<file path="src/rtl/alu_issue_ctrl_if.sv">
// alu_issue_ctrl_if: request, response and ALU operand bus of the
// ALU issue controller. slave = controller side, master = requester/ALU side.
interface alu_issue_ctrl_if #(
   parameter int WIDTH = 64
);
   logic             req_valid;
   logic             req_ready;
   logic [2:0]       req_op;
   logic [WIDTH-1:0] req_a;
   logic [WIDTH-1:0] req_b;

   logic [WIDTH-1:0] alu_a;
   logic [WIDTH-1:0] alu_b;
   logic [2:0]       alu_sel;
   logic [WIDTH-1:0] alu_result;
   logic             alu_ovf;

   logic             rsp_valid;
   logic             rsp_ready;
   logic [WIDTH-1:0] rsp_result;
   logic             rsp_zero;
   logic             rsp_ovf;
   logic             rsp_err;

   modport slave (
      input  req_valid, req_op, req_a, req_b,
      input  alu_result, alu_ovf,
      input  rsp_ready,
      output req_ready,
      output alu_a, alu_b, alu_sel,
      output rsp_valid, rsp_result, rsp_zero, rsp_ovf, rsp_err
   );

   modport master (
      output req_valid, req_op, req_a, req_b,
      output alu_result, alu_ovf,
      output rsp_ready,
      input  req_ready,
      input  alu_a, alu_b, alu_sel,
      input  rsp_valid, rsp_result, rsp_zero, rsp_ovf, rsp_err
   );
endinterface

</file>
<file path="src/rtl/alu_issue_ctrl.sv">
// alu_issue_ctrl: holds operands on the ALU for an op-dependent time,
// captures the result and returns it. Optional macro: ALU_STICKY_OVF_EN.
module alu_issue_ctrl #(
   parameter int WIDTH     = 64,
   parameter int BASIC_LAT = 1,
   parameter int MUL_LAT   = 4,
   parameter int DIV_LAT   = 8
) (
   input  logic             clk,
   input  logic             rst_n,
   alu_issue_ctrl_if.slave  bus,
`ifdef ALU_STICKY_OVF_EN
   input  logic             sticky_clr,
   output logic             sticky_ovf,
`endif
   output logic             busy
);

   localparam int MAXL_BM = (BASIC_LAT > MUL_LAT) ? BASIC_LAT : MUL_LAT;
   localparam int MAXL    = (MAXL_BM > DIV_LAT) ? MAXL_BM : DIV_LAT;
   localparam int CW      = (MAXL > 1) ? $clog2(MAXL) : 1;

   localparam logic [CW-1:0] L_BASIC = CW'(BASIC_LAT - 1);
   localparam logic [CW-1:0] L_MUL   = CW'(MUL_LAT - 1);
   localparam logic [CW-1:0] L_DIV   = CW'(DIV_LAT - 1);

   localparam logic [2:0] OP_MUL = 3'b010;
   localparam logic [2:0] OP_DIV = 3'b011;
   localparam logic [2:0] OP_AND = 3'b100;
   localparam logic [2:0] OP_OR  = 3'b101;

   typedef enum logic [1:0] {
      S_IDLE,
      S_EXEC,
      S_RESP
   } state_t;

   state_t           r_state;
   state_t           w_next;
   logic [CW-1:0]    r_cnt;
   logic [WIDTH-1:0] r_alu_a;
   logic [WIDTH-1:0] r_alu_b;
   logic [2:0]       r_alu_sel;
   logic [WIDTH-1:0] r_result;
   logic             r_zero;
   logic             r_ovf;
   logic             r_err;

   logic             w_accept;
   logic             w_illegal;
   logic             w_divz;
   logic             w_done;
   logic             w_logic_op;
   logic             w_cap_ovf;
   logic [CW-1:0]    w_lat;

   assign w_accept   = (r_state == S_IDLE) & bus.req_valid;
   assign w_illegal  = bus.req_op[2] & bus.req_op[1];
   assign w_divz     = (bus.req_op == OP_DIV) & (bus.req_b == '0);
   assign w_done     = (r_state == S_EXEC) & (r_cnt == '0);
   assign w_logic_op = (r_alu_sel == OP_AND) | (r_alu_sel == OP_OR);
   assign w_cap_ovf  = bus.alu_ovf & ~w_logic_op;

   // Hold count for the incoming op, loaded on accept.
   always_comb begin
      w_lat = L_BASIC;
      unique case (bus.req_op)
         OP_MUL:  w_lat = L_MUL;
         OP_DIV:  w_lat = L_DIV;
         default: w_lat = L_BASIC;
      endcase
   end

   // Next-state logic; error ops skip EXEC entirely.
   always_comb begin
      w_next = r_state;
      unique case (r_state)
         S_IDLE: begin
            if (bus.req_valid) begin
               if (w_illegal | w_divz)
                  w_next = S_RESP;
               else
                  w_next = S_EXEC;
            end
         end
         S_EXEC: begin
            if (r_cnt == '0)
               w_next = S_RESP;
         end
         S_RESP: begin
            if (bus.rsp_ready)
               w_next = S_IDLE;
         end
         default: w_next = S_IDLE;
      endcase
   end

   // State register.
   always_ff @(posedge clk or negedge rst_n) begin
      if (!rst_n)
         r_state <= S_IDLE;
      else
         r_state <= w_next;
   end

   // Operand latch, hold counter and response capture.
   always_ff @(posedge clk or negedge rst_n) begin
      if (!rst_n) begin
         r_cnt     <= '0;
         r_alu_a   <= '0;
         r_alu_b   <= '0;
         r_alu_sel <= '0;
         r_result  <= '0;
         r_zero    <= 1'b0;
         r_ovf     <= 1'b0;
         r_err     <= 1'b0;
      end else if (w_accept) begin
         r_alu_a   <= bus.req_a;
         r_alu_b   <= bus.req_b;
         r_alu_sel <= bus.req_op;
         r_cnt     <= w_lat;
         if (w_illegal) begin
            r_result <= '0;
            r_zero   <= 1'b1;
            r_ovf    <= 1'b0;
            r_err    <= 1'b1;
         end else if (w_divz) begin
            r_result <= '1;
            r_zero   <= 1'b0;
            r_ovf    <= 1'b1;
            r_err    <= 1'b1;
         end
      end else if (r_state == S_EXEC) begin
         if (r_cnt == '0) begin
            r_result <= bus.alu_result;
            r_zero   <= ~|bus.alu_result;
            r_ovf    <= w_cap_ovf;
            r_err    <= 1'b0;
         end else begin
            r_cnt <= r_cnt - 1'b1;
         end
      end
   end

`ifdef ALU_STICKY_OVF_EN
   logic w_sticky_set;
   logic r_sticky;

   assign w_sticky_set = (w_accept & (w_illegal | w_divz))
                       | (w_done & w_cap_ovf);

   // Sticky flag: set beats clear on the same edge.
   always_ff @(posedge clk or negedge rst_n) begin
      if (!rst_n)
         r_sticky <= 1'b0;
      else if (w_sticky_set)
         r_sticky <= 1'b1;
      else if (sticky_clr)
         r_sticky <= 1'b0;
   end

   assign sticky_ovf = r_sticky;
`endif

   assign bus.req_ready  = (r_state == S_IDLE);
   assign bus.rsp_valid  = (r_state == S_RESP);
   assign bus.alu_a      = r_alu_a;
   assign bus.alu_b      = r_alu_b;
   assign bus.alu_sel    = r_alu_sel;
   assign bus.rsp_result = r_result;
   assign bus.rsp_zero   = r_zero;
   assign bus.rsp_ovf    = r_ovf;
   assign bus.rsp_err    = r_err;
   assign busy           = (r_state != S_IDLE);

endmodule

</file>
<file path="src/flat_wrapper.sv">
// flat-port wrapper written by rule: the top's interface ports become plain ports
module alu_issue_ctrl_flat 
#(
   parameter int WIDTH     = 64,
   parameter int BASIC_LAT = 1,
   parameter int MUL_LAT   = 4,
   parameter int DIV_LAT   = 8
)
  (clk, rst_n, busy, bus_req_valid, bus_req_op, bus_req_a, bus_req_b, bus_alu_result, bus_alu_ovf, bus_rsp_ready, bus_req_ready, bus_alu_a, bus_alu_b, bus_alu_sel, bus_rsp_valid, bus_rsp_result, bus_rsp_zero, bus_rsp_ovf, bus_rsp_err);
  alu_issue_ctrl_if #(.WIDTH(WIDTH)) bus_i ();
  input  logic clk;
  input  logic rst_n;
  output logic busy;
  input wire logic [$bits(bus_i.req_valid)-1:0] bus_req_valid;
  input wire logic [$bits(bus_i.req_op)-1:0] bus_req_op;
  input wire logic [$bits(bus_i.req_a)-1:0] bus_req_a;
  input wire logic [$bits(bus_i.req_b)-1:0] bus_req_b;
  input wire logic [$bits(bus_i.alu_result)-1:0] bus_alu_result;
  input wire logic [$bits(bus_i.alu_ovf)-1:0] bus_alu_ovf;
  input wire logic [$bits(bus_i.rsp_ready)-1:0] bus_rsp_ready;
  output wire logic [$bits(bus_i.req_ready)-1:0] bus_req_ready;
  output wire logic [$bits(bus_i.alu_a)-1:0] bus_alu_a;
  output wire logic [$bits(bus_i.alu_b)-1:0] bus_alu_b;
  output wire logic [$bits(bus_i.alu_sel)-1:0] bus_alu_sel;
  output wire logic [$bits(bus_i.rsp_valid)-1:0] bus_rsp_valid;
  output wire logic [$bits(bus_i.rsp_result)-1:0] bus_rsp_result;
  output wire logic [$bits(bus_i.rsp_zero)-1:0] bus_rsp_zero;
  output wire logic [$bits(bus_i.rsp_ovf)-1:0] bus_rsp_ovf;
  output wire logic [$bits(bus_i.rsp_err)-1:0] bus_rsp_err;
  assign bus_i.req_valid = bus_req_valid;
  assign bus_i.req_op = bus_req_op;
  assign bus_i.req_a = bus_req_a;
  assign bus_i.req_b = bus_req_b;
  assign bus_i.alu_result = bus_alu_result;
  assign bus_i.alu_ovf = bus_alu_ovf;
  assign bus_i.rsp_ready = bus_rsp_ready;
  assign bus_req_ready = bus_i.req_ready;
  assign bus_alu_a = bus_i.alu_a;
  assign bus_alu_b = bus_i.alu_b;
  assign bus_alu_sel = bus_i.alu_sel;
  assign bus_rsp_valid = bus_i.rsp_valid;
  assign bus_rsp_result = bus_i.rsp_result;
  assign bus_rsp_zero = bus_i.rsp_zero;
  assign bus_rsp_ovf = bus_i.rsp_ovf;
  assign bus_rsp_err = bus_i.rsp_err;
  alu_issue_ctrl #(.WIDTH(WIDTH), .BASIC_LAT(BASIC_LAT), .MUL_LAT(MUL_LAT), .DIV_LAT(DIV_LAT)) u_core (.clk(clk), .rst_n(rst_n), .bus(bus_i), .busy(busy));
endmodule
</file>
<file path="config.mk">
export PLATFORM = sky130hd
export DESIGN_NAME = alu_issue_ctrl_flat
export DESIGN_NICKNAME = d
export VERILOG_FILES = /design/src/rtl/alu_issue_ctrl_if.sv /design/src/rtl/alu_issue_ctrl.sv /design/src/flat_wrapper.sv
export SDC_FILE = /design/constraint.sdc
export NUM_CORES = 1
export LEC_CHECK = 0
export CORE_MARGIN = 10
export CORE_UTILIZATION = 43
export CTS_BUF_LIST = sky130_fd_sc_hd__clkbuf_8
export DETAILED_ROUTE_END_ITERATION = 10
export MAX_ROUTING_LAYER = met4
export PLACE_DENSITY_LB_ADDON = 0.05
export SETUP_SLACK_MARGIN = 0.02
export SYNTH_ARGS = -nofsm -noshare
export SYNTH_HDL_FRONTEND = slang
export SYNTH_SLANG_ARGS = --single-unit
</file>
<file path="constraint.sdc">
create_clock -name clk -period 2.16 [get_ports clk]
set_input_delay 0.324 -clock clk [delete_from_list [all_inputs] [get_ports clk]]
set_output_delay 0.324 -clock clk [all_outputs]
set_load 0.02 [all_outputs]
</file>
# Word level (Yosys, flattened, before mapping)
# Cells that the tools add are included.
[classes] n_addsub=1 eq_ne=11 muxes=28 n_bitwise=7 reduce_logical=11
[ops] operator="2-to-1 mux 64 bit" count=5
[ops] operator="zero test 64 bit" count=1
[ops] operator="OR reduction 64 bit" count=1
[ops] operator="2-to-1 mux 1 bit" count=14
[ops] operator="2-to-1 mux 3 bit" count=3
[ops] operator="2-to-1 mux 2 bit" count=4
[ops] operator="== test 3 x 2 -> 1 bit, second input constant" count=2
[ops] operator="== test 3 bit, second input constant" count=2
[ops] operator="case mux 2 bit (3 select lines)" count=1
[ops] operator="case mux 3 bit (2 select lines)" count=1
[ops] operator="AND reduction 3 bit" count=2
[ops] operator="nonzero test 2 bit" count=3
[ops] operator="bitwise AND 1 bit" count=4
[ops] operator="!= test 2 x 1 -> 1 bit, second input constant" count=2
[ops] operator="!= test 2 bit, second input constant" count=2
[ops] operator="zero test 3 bit" count=1
[ops] operator="!= test 3 bit, second input constant" count=1
[ops] operator="subtractor 3 x 1 -> 3 bit, second input constant" count=1
[ops] operator="== test 2 x 1 -> 1 bit, second input constant" count=1
[ops] operator="== test 2 bit, second input constant" count=1
[ops] operator="zero test 2 bit" count=1
[ops] operator="bitwise OR 1 bit" count=2
[ops] operator="AND reduction 2 bit" count=1
[ops] operator="zero test 1 bit" count=1
[ops] operator="NOT 1 bit" count=1
[totals] ff_bits=203 out_inout_bits=201 elab_cells=67

# Logic depth before layout (Yosys ltp)
[depth] depth_word=7 depth_mapped=10 mapped_depth_nobuf=7

# Worst setup path after synthesis
# No wires, ideal clock.
[synth_timing] path_kind="register to register" startpoint="register u_core.r_cnt[0]" endpoint="register u_core.r_result[0] (netlist: u_core.bus.rsp_result[0])" setup_ns=0.080 arrival_time_ns=1.712 required_ns=2.080 slack_ns=0.368 stages_incl_launch_ff=10 synth_period_minus_slack_ns=1.792 cell_sequence="dfrtp_1 inv_1 ha_1 nor2b_1 and3_1 clkbuf_1 buf_2 clkbuf_1 nand2_1 o211ai_2"
[synth_via] elab_chain_cells=3
[synth_lines] element="start: declaration" line_no="alu_issue_ctrl.sv:40" source="logic [CW-1:0] r_cnt;"
[synth_lines] element="start signal: assignment" line_no="alu_issue_ctrl.sv:121" source="r_cnt <= w_lat;"
[synth_lines] element="start signal: assignment" line_no="alu_issue_ctrl.sv:140" source="r_cnt <= r_cnt - 1'b1;"
[synth_lines] element="zero test 3 bit"
[synth_lines] element="nonzero test 2 bit (no source line)"
[synth_lines] element="AND reduction 3 bit (no source line)"
[synth_lines] element="end signal: assignment" line_no="alu_issue_ctrl.sv:135" source="r_result <= bus.alu_result;"
[synth_lines] element="end: declaration" line_no="alu_issue_ctrl.sv:44" source="logic [WIDTH-1:0] r_result;"
# No other way between the ends.
# A chain may end at the register's enable or synchronous reset.

# Final worst setup path
[layout_timing] startpoint="input port bus_req_b[15]" endpoint="register u_core.r_result[57] (netlist: u_core.bus.rsp_result[57])"
[layout_via] elab_chain_cells=4
[layout_lines] element="start: declaration" line_no="flat_wrapper.sv:17" source="input wire logic [$bits(bus_i.req_b)-1:0] bus_req_b;"
[layout_lines] element="zero test 64 bit" line_no="alu_issue_ctrl.sv:59" source="assign w_divz = (bus.req_op == OP_DIV) & (bus.req_b == '0);"
[layout_lines] element="bitwise AND 1 bit" line_no="alu_issue_ctrl.sv:59"
[layout_lines] element="!= test 3 bit (no source line)"
[layout_lines] element="AND reduction 3 bit (no source line)"
# No other way between the ends.

==> results.toml <==
[sta]
setup_tns_ns = 0
layout_min_cycle_time_ns = 2.103
max_clock_freq_ghz = 0.4754
maxSlewHeadroom_pct = 67.19
rsz0062_at_grt = "no"
setup_viol_count_final = 0
fin_crit_sh_pct = 97.38
finalHoldWorstSlack_ns = 0.3441
worst_pin_slew_ns = 0.4877
clock-skew-final_ns = 0.02971
slew_viol_final = 0
hold_viol = 0

[clock_network]
clock_latency_ns = 0.52
cts_tree = "yes"
clockBufferDepth = 3
clkSlewWorstSetupHoldPaths_ns = 0.06
cts_made_buffers = 38
clkSinkCount = 203
htreeDepth = 2
root_buffer = "clkbuf_8"

[final_layout]
fin_nets = 1310
drive_above_1_share_pct = 27.22
final_util_pct = 70.99
area_growth_pct = 60.77

[detailed_routing]
routed_wl_mm = 30.35
ant_nets = 0
drt_iter0_drc = 341
drc = 0
wl_per_cell_um = 21.77
vias = 6968
dr.pass1.iters = 4
vias_per_cell = 4.999

[logic_synthesis]
ys_seq_area_share_pct = 58.34
yosysMostFrequentCell = "dfrtp_1"
syn_nets = 858
synth_area_um2 = 8707
synth_warnings = 0
yosysTopAreaCell = "dfrtp_1"
ys_top_cells_by_count = "dfrtp_1 (203), nand2_1 (135), mux2_2 (131), o211ai_2 (60), nor4_1 (31)"
ys.flop_type = "dfrtp_1"
async_flop_share_pct = 100.0
synthTopCellsByArea = "dfrtp_1 (58%), mux2_2 (17%), o211ai_2 (8.6%), nand2_1 (5.8%), nor4_1 (2.2%)"
yosysTopAreaCellShare_pct = 58.34
syn_area_per_cell_um2 = 13.27
synthCells = 656
ys_ff_latch = 203
synth_edf_count = 0
yosysUniqueCellTypes = 34

[power_and_ir_drop]
vdd_drop_max_uv = 901.1
p_comb_share_pct = 51.1
seq_power_share_pct = 31.8
switchingPower_mw = 7.662
internal-power_mw = 13.01
total_leakage_power_nw = 6.077
p_sw_share_pct = 37.06
powerDensity_nw_per_um2 = 1477
power.share.clock_pct = 17.1

[worst_setup_path]
critPathKind = "input port to flip-flop"
startpoint_type = "input port"
critPathBufInv = 4
r2r.worst_path.cells = 7
cp_common_cell = "buf_4"
reg2reg_slack_ns = 0.25
worstSetupEndpointType = "flip-flop"
rr_startpoint = "u_core.r_cnt[0]"
critPathSlowestCell = "nor4_1"
cpLargestDelayFamily = "buffers and inverters"
rr_endpoint = "u_core.bus.rsp_result[7]"
critPathMaxFanout = 20
crit_chain = "clkdlybuf4s50_1 -> nor4_1 -> buf_4 -> nand4_1 -> nor3_4 -> buf_4 -> nand4_4 -> buf_4 -> o211ai_2"
cp.arrival_ns = 2.51
required_ns = 2.57
max_stage_delay_ns = 0.47

[placement]
port_buffers = 400
gp_congestion = 0.8254
dpl.hpwl_mm = 23.80

[grt]
grt_max_degree = 54
grt_pass1_wl_mm = 45.73
grt_pass1_vias = 7707
grt_overflow = 0
antenna_found_initial = 1
grt_usage_pct = 23.07

[min_path]
hold_path_class = "input port to async pin"

[floorplan]
initial_core_util_pct = 44.16
dieArea_um2 = 26340
die_x_um = 162.3
rows = 51
die_h_um = 162.3
ios = 401
core_um2 = 19720

[flow_run]
maxCapViolCount = 0

[run_status]
outcome = "finished, final reports clean"
[how the worst max path moves through the flow]
stage                                 to               from  cells past startpoint
3_5_place_dp    u_core.bus.rsp_result[7]      bus_req_b[12]                      8
5_1_grt                             busy  u_core.r_state[0]                      3
3_3_place_gp    u_core.bus.rsp_result[7]      bus_req_b[12]                      8
6_report       u_core.bus.rsp_result[57]      bus_req_b[15]                      9
2_1_floorplan   u_core.bus.rsp_result[0]    u_core.r_cnt[0]                      9
4_1_cts                             busy  u_core.r_state[0]                      3
[stage by stage]
step / setup WS (ns) / total power [mW] / cell area [µm²] / cells
after floorplan: 0.3679 / 11.93 / 8707 / 656
after global placement: -0.3848 / 17.19 / 13280 / 1332
after detailed placement: -0.3786 / 17.34 / 13280 / 1332
after CTS: 0.02293 / 21.00 / 13990 / 1393
after global routing: 0.02534 / 21.87 / 14000 / 1394
final: 0.05659 / 20.67 / 14000 / 1394
[state kept, by name (all words and copies together) (netlist names)]
name,flops
u_core.r_state,2
u_core.bus.alu_sel,3
u_core.bus.alu_a,64
u_core.r_cnt,3
u_core.bus.rsp_zero,1
u_core.bus.rsp_err,1
u_core.bus.rsp_ovf,1
u_core.bus.alu_b,64
u_core.bus.rsp_result,64
[power by group through the flow]
stage	logic [mW]	clock network (mW)	registers, mW
floorplan	3.24	0	8.69
global placement	10.7	0	6.54
finish	10.6	3.53	6.58
CTS	10.8	3.65	6.60
global route	11.2	3.82	6.81
detailed placement	10.7	0	6.63
[layout make-up]
type | instances | area (µm²)
diodes | 1 | 2.502
clock buffers | 45 | 619.3
clock inverters | 15 | 91.34
fillers | 1478 | 5719
inverters | 4 | 15.01
multi-input cells | 406 | 3312
flip-flops and latches | 203 | 5081
well taps | 265 | 331.6
repair buffers | 455 | 4546
[per-layer routing]
metal,global-route usage [%],vias to the layer above,routed length [µm]
met5,-,-,0
met4,6.410,0,519
met3,9.353,39,3038
met2,38.46,281,15430
met1,24.98,3395,11360
li1,-,3253,-
[cells by family after synthesis]
kind of cell | after synthesis | synth area share (%)
xor+xnor | 2 | 0.2012
mux | 131 | 16.94
buf+inv | 47 | 3.722
flops | 203 | 58.34
simple gates | 196 | 10.61
compound gates | 75 | 9.901
fa+ha+maj | 2 | 0.2874
[worst reg2reg max path, cell delays in order (launching register included)]
cell	delay (ns)
dfrtp_1	0.38
inv_1	0.08
ha_1	0.14
nor2b_1	0.19
and3_2	0.36
o211a_4	0.26
buf_4	0.23
o211ai_1	0.12
[cell usage in the layout (no fill, tap or decap), types with 2 or more instances in the layout]
cell             netlist  routed
a21oi_1                2       2
nor4_1                31      31
clkinv_2               0       4
ha_1                   2       2
nor2_1                 6       5
nand2_1              135     135
clkdlybuf4s50_1        0     397
nor3_4                 2       2
buf_12                 7      10
nand4_1                5       5
o21ai_0                4       4
clkbuf_8               0      46
nand3_1                6       6
o211ai_1               3       3
nor2b_1                2       2
mux2_2               131     131
o211ai_2              60      60
inv_1                  4      13
dfrtp_1              203     202
dlygate4sd2_1          0       2
buf_4                  0      44
[repair_timing]
item / 4_1_cts / 5_1_grt
endpoints found under the hold margin: 45 / 0
gates cloned: 0 / 0
buffers inserted: 0 / 0
endpoints found under the setup margin: 3 / 1
hold buffers: 1 / 0
resized for setup: 2 / 1
No activity file was read; power rests on OpenSTA's default activity.
